### src/rtl/can_bit_destuff.sv
// CAN receive bit destuffer: strips stuff bits from the sampled bit stream,
// flags stuff-rule violations and counts removed stuff bits per frame.
module can_bit_destuff #(
    parameter int RUN_LEN = 5,
    parameter int CNT_W   = 5
) (
    input  logic             clk,
    input  logic             rst_n,
    input  logic             sample_en,
    input  logic             rx_bit,
    input  logic             frame_start,
    input  logic             stuff_en,
    output logic             dout,
    output logic             dout_valid,
    output logic             stuff_drop,
    output logic             stuff_err,
    output logic             err_sticky,
    output logic [CNT_W-1:0] stuff_count
);

    localparam int RC_W = $clog2(RUN_LEN + 1);
    localparam logic [RC_W-1:0]  RUN_MAX = RC_W'(RUN_LEN);
    localparam logic [RC_W-1:0]  RC_ONE  = RC_W'(1);
    localparam logic [CNT_W-1:0] CNT_MAX = {CNT_W{1'b1}};
    localparam logic [CNT_W-1:0] CNT_ONE = CNT_W'(1);

    logic             run_bit_q, run_bit_d;
    logic [RC_W-1:0]  run_cnt_q, run_cnt_d;
    logic             expect_stuff_q, expect_stuff_d;
    logic             err_sticky_q, err_sticky_d;
    logic [CNT_W-1:0] stuff_count_q, stuff_count_d;
    logic             dout_q, dout_d;
    logic             dout_valid_q, dout_valid_d;
    logic             stuff_drop_q, stuff_drop_d;
    logic             stuff_err_q, stuff_err_d;

    logic [RC_W-1:0]  cnt_base_s;
    logic             exp_base_s;

    // Next-state logic; frame_start clears frame state before the same-cycle sample is evaluated.
    always_comb begin
        cnt_base_s     = frame_start ? {RC_W{1'b0}} : run_cnt_q;
        exp_base_s     = frame_start ? 1'b0 : expect_stuff_q;
        run_bit_d      = run_bit_q;
        run_cnt_d      = cnt_base_s;
        expect_stuff_d = exp_base_s;
        err_sticky_d   = frame_start ? 1'b0 : err_sticky_q;
        stuff_count_d  = frame_start ? {CNT_W{1'b0}} : stuff_count_q;
        dout_d         = dout_q;
        dout_valid_d   = 1'b0;
        stuff_drop_d   = 1'b0;
        stuff_err_d    = 1'b0;

        if (sample_en) begin
            if (exp_base_s) begin
                // Stuff position is checked even after stuff_en falls (stuff bit after last CRC bit).
                if (rx_bit != run_bit_q) begin
                    stuff_drop_d = 1'b1;
                    run_bit_d    = rx_bit;
                    if (stuff_count_d != CNT_MAX) begin
                        stuff_count_d = stuff_count_d + CNT_ONE;
                    end else begin
                        stuff_count_d = CNT_MAX;
                    end
                end else begin
                    stuff_err_d  = 1'b1;
                    err_sticky_d = 1'b1;
                end
                run_cnt_d      = RC_ONE;
                expect_stuff_d = 1'b0;
            end else if (stuff_en) begin
                dout_d       = rx_bit;
                dout_valid_d = 1'b1;
                if ((rx_bit == run_bit_q) && (cnt_base_s != {RC_W{1'b0}})) begin
                    run_cnt_d = cnt_base_s + RC_ONE;
                end else begin
                    run_bit_d = rx_bit;
                    run_cnt_d = RC_ONE;
                end
                if (run_cnt_d == RUN_MAX) begin
                    expect_stuff_d = 1'b1;
                end else begin
                    expect_stuff_d = 1'b0;
                end
            end else begin
                dout_d       = rx_bit;
                dout_valid_d = 1'b1;
                run_cnt_d    = {RC_W{1'b0}};
            end
        end else begin
            dout_valid_d = 1'b0;
        end
    end

    // State and registered outputs.
    always_ff @(posedge clk or negedge rst_n) begin
        if (!rst_n) begin
            run_bit_q      <= 1'b1;
            run_cnt_q      <= {RC_W{1'b0}};
            expect_stuff_q <= 1'b0;
            err_sticky_q   <= 1'b0;
            stuff_count_q  <= {CNT_W{1'b0}};
            dout_q         <= 1'b0;
            dout_valid_q   <= 1'b0;
            stuff_drop_q   <= 1'b0;
            stuff_err_q    <= 1'b0;
        end else begin
            run_bit_q      <= run_bit_d;
            run_cnt_q      <= run_cnt_d;
            expect_stuff_q <= expect_stuff_d;
            err_sticky_q   <= err_sticky_d;
            stuff_count_q  <= stuff_count_d;
            dout_q         <= dout_d;
            dout_valid_q   <= dout_valid_d;
            stuff_drop_q   <= stuff_drop_d;
            stuff_err_q    <= stuff_err_d;
        end
    end

    assign dout        = dout_q;
    assign dout_valid  = dout_valid_q;
    assign stuff_drop  = stuff_drop_q;
    assign stuff_err   = stuff_err_q;
    assign err_sticky  = err_sticky_q;
    assign stuff_count = stuff_count_q;

endmodule
### config.mk
export PLATFORM = sky130hd
export DESIGN_NAME = can_bit_destuff
export DESIGN_NICKNAME = d
export VERILOG_FILES = /design/src/rtl/can_bit_destuff.sv
export SDC_FILE = /design/constraint.sdc
export NUM_CORES = 1
export LEC_CHECK = 0
export ABC_AREA = 1
export BUFFER_PORTS_ARGS = -buffer_cell sky130_fd_sc_hd__buf_2
export CAP_MARGIN = 20
export CORE_UTILIZATION = 47
export DETAILED_ROUTE_END_ITERATION = 8
export GPL_TIMING_DRIVEN = 0
export PLACE_DENSITY = 0.8
export SLEW_MARGIN = 0
export SYNTH_ARGS = -nofsm -noshare
export SYNTH_HDL_FRONTEND = slang
export SYNTH_SLANG_ARGS = --single-unit
### constraint.sdc
create_clock -name clk -period 1.2 [get_ports clk]
set_input_delay 0.24 -clock clk [delete_from_list [all_inputs] [get_ports clk]]
set_output_delay 0.24 -clock clk [all_outputs]
set_load 0.02 [all_outputs]
==> impl_metrics.csv <==
group,metric,value,unit
status,status,"finished, violations left",
status,violations,"design-rule violations, negative setup slack",
hold_path,holdPathEnd,"run_cnt_q[0]",
sta,post-route-min-period,1.25,ns
grt,gr-total-overflow,0,
worst_setup_path,rr_startpoint,"run_bit_q",
hold_path,min_path_type,"input port to flop",
synthesis,synthCells,95,
drt,route.detailed.drc,4,
drt,routedWlPerCell,12.3,µm
sta,worstMarginPinSlew,0.333,ns
sta,clock-skew-final,0.000953,ns
worst_setup_path,r2r_cells,7,
floorplan,core,1560,µm²
worst_setup_path,reg2reg_to,"stuff_count[2]",
clocking,worstSkewPairLatency,0.28,ns
synthesis,synth_area,807,µm²
sta,rsz0062_at_grt,"yes",
floorplan,die_h,43.4,µm
worst_setup_path,start_kind,"flop",
worst_setup_path,worst_setup_path_end_kind,"flop",
floorplan,dieArea,1890,µm²
floorplan,num_rows,14,
grt,grt_pass1_vias,766,
drt,via_count,733,
synthesis,yosysWarnings,0,
floorplan,die_w,43.4,µm
worst_setup_path,worstPathRequired,1.37,ns
finish,drive_gt1_share,54.8,%
drt,drtIter0Drc,9,
sta,worst_slew_margin_rel,77.8,%
power_and_ir_drop,peakVddDrop,471,µV
grt,grt_max_degree,16,
sta,final_hold_viol_count,0,
job,drv_cap,0,
hold_path,hold_path_depth,3,
clocking,clkSlewWorstSetupHoldPaths,0.08,ns
floorplan,io_pins,16,
clocking,clock-root-buffer,"clkbuf_4",
worst_setup_path,crit_arrival,1.42,ns
clocking,clockBufferDepth,2,
place,detailed_place_hpwl,1.12,mm
sta,post-route-period-util,104,%
drt,first_pass_iters,6,
sta,setup_ws,-0.0531,ns
finish,finalNetCount,134,
synthesis,syn_nets,104,
hold_path,min_from,"stuff_en",
worst_setup_path,cp_max_fo,7,
synthesis,yosysUniqueCellTypes,23,
clocking,cts_tree,"done",
worst_setup_path,crit_start,"run_bit_q",
worst_setup_path,worst-setup-path-type,"flop to flop",
finish,areaGrowthSynthToFinish,36.4,%
power_and_ir_drop,pwr_density_cell,862,nW/µm²
place,place_congestion,0.814,
power_and_ir_drop,finalPower,0.000949,W
worst_setup_path,r2r_slack,-0.05,ns
drt,routed_wl,1.73,mm
synthesis,ys_seq_area_share,46.7,%
grt,grt_usage,22.2,%
drt,routed_via_density,5.24,
sta,slew_viol_final,0,
synthesis,ys_ff_latch,15,
clocking,numCtsBuffers,3,
drt,route.antenna.remaining_nets,0,
sta,max_freq,798,MHz
clocking,h-tree-depth,1,
power_and_ir_drop,power.leakage,0.584,nW
sta,holdWs,0.222,ns
grt,antenna_found_initial,0,
floorplan,initial_utilization,51.8,%
synthesis,syn_avg_cell_area,8.49,µm²
place,post-place-ws,-0.218,ns
clocking,clkSinkCount,15,
sta,setup_viol,4,
finish,n_antenna_cell,0,
grt,grt_pass1_wl,3.11,mm
place,port_buffers,14,
[synthesized netlist by cell type]
library cell	instances	area share [%]
nand2_2	4	3.1
nand2_1	21	9.8
nand3_1	5	3.1
nor2_8	1	2.5
o21bai_2	1	1.4
a22o_1	1	1.1
nand3_2	2	2.5
nor2_1	11	5.1
nor2_2	2	1.6
nand2_4	2	2.8
o22ai_1	1	0.78
o21ai_0	3	1.9
ha_1	3	4.7
o21ai_2	1	1.1
a21oi_1	3	1.9
nand3b_1	1	0.93
dfrtp_1	14	43
inv_2	2	0.93
inv_1	13	6.0
nor3_1	1	0.62
clkbuf_2	1	0.62
dfstp_2	1	3.3
xnor2_1	1	1.1
[through the flow]
step | std cells | area, µm² | utilization [%] | setup TNS [ns]
finish | 140 | 1100 | 70.6 | -0.143
global route | 140 | 1100 | 70.6 | -0.628
CTS | 140 | 1060 | 68.1 | -0.0201
detailed placement | 125 | 915 | 58.7 | -1.21
global placement | 125 | 915 | 58.7 | -0.924
floorplan | 95 | 825 | - | 0
[kinds of logic (layout without fill, tap and decap cells)]
group | Yosys count | after routing | share of synthesized area (%)
AO/OA/AOI/OAI | 10 | 10 | 8.06
XOR/XNOR | 1 | 1 | 1.09
AND/OR/NAND/NOR | 50 | 51 | 31.9
adder cells (fa/ha/maj) | 3 | 3 | 4.65
flip-flops | 15 | 15 | 46.7
buffers and inverters | 16 | 44 | 7.60
[cell usage in the layout (no fill, tap or decap), drive strengths merged]
master and count:
dlygate4sd3 1, dfrtp 14, xnor2 1, buf 23, inv 15, a21oi 3, dfstp 1, o21bai 1
o22ai 1, a22o 1, o21ai 4, nor3 1, nand3b 1, nor2 15, nand2 27, nand3 7
clkbuf 5, ha 3
[where the power goes]
part           total, W  internal (W)  leakage [nW]  switching [W]
Clock          0.000283      0.000129        0.0150       0.000154
Combinational  0.000137     0.0000454         0.374      0.0000914
Sequential     0.000528      0.000521         0.196     0.00000768
Total          0.000949      0.000695         0.584       0.000254
[area by class of cell]
class,count,area [µm²]
buffer,1,5.00
clock buffer,4,26.3
fill,125,458
inverter,15,56.3
multi-input combinational,65,463
sequential,15,379
tap,16,20.0
timing repair buffer,24,151
[worst max-delay path, stage by stage, from the launching register on]
cell     delay [ns]
dfstp_2        0.56
inv_2          0.04
nand2_2        0.07
nand2_4        0.11
nor2_8         0.18
nand2_2        0.07
nand2_2        0.06
nand3_2        0.06
[worst max-delay path by stage]
stage	endpoint	depth (start not counted)	slack (ns)
6_report	stuff_count[2]	7	-0.05
5_1_grt	expect_stuff_q	9	-0.12
4_1_cts	stuff_count[3]	7	-0.009
3_3_place_gp	stuff_count[0]	11	-0.18
3_5_place_dp	stuff_count[0]	11	-0.22
2_1_floorplan	stuff_count[0]	9	0.003
[sequential cells by signal, indices dropped and copies added (netlist names)]
name,flops
stuff_drop,1
dout_valid,1
expect_stuff_q,1
stuff_err,1
run_bit_q,1
run_cnt_q,3
dout,1
err_sticky,1
stuff_count,5
[layer usage]
metal	track usage [%]	share of wire [%]
met5	0	0
met2	38.5	53
met3	2.50	3.8
met4	15.0	3.1
met1	25.6	40
[repair_timing]
item | CTS | global route
hold buffers | 1 | 0
endpoints found under the hold margin | 14 | 0
gates resized for setup | 11 | 15
setup buffers | 9 | 0
setup endpoints to repair | 9 | 10
cloned | 1 | 0
pin swaps | 9 | 11
No activity file was read; power rests on OpenSTA's default activity.
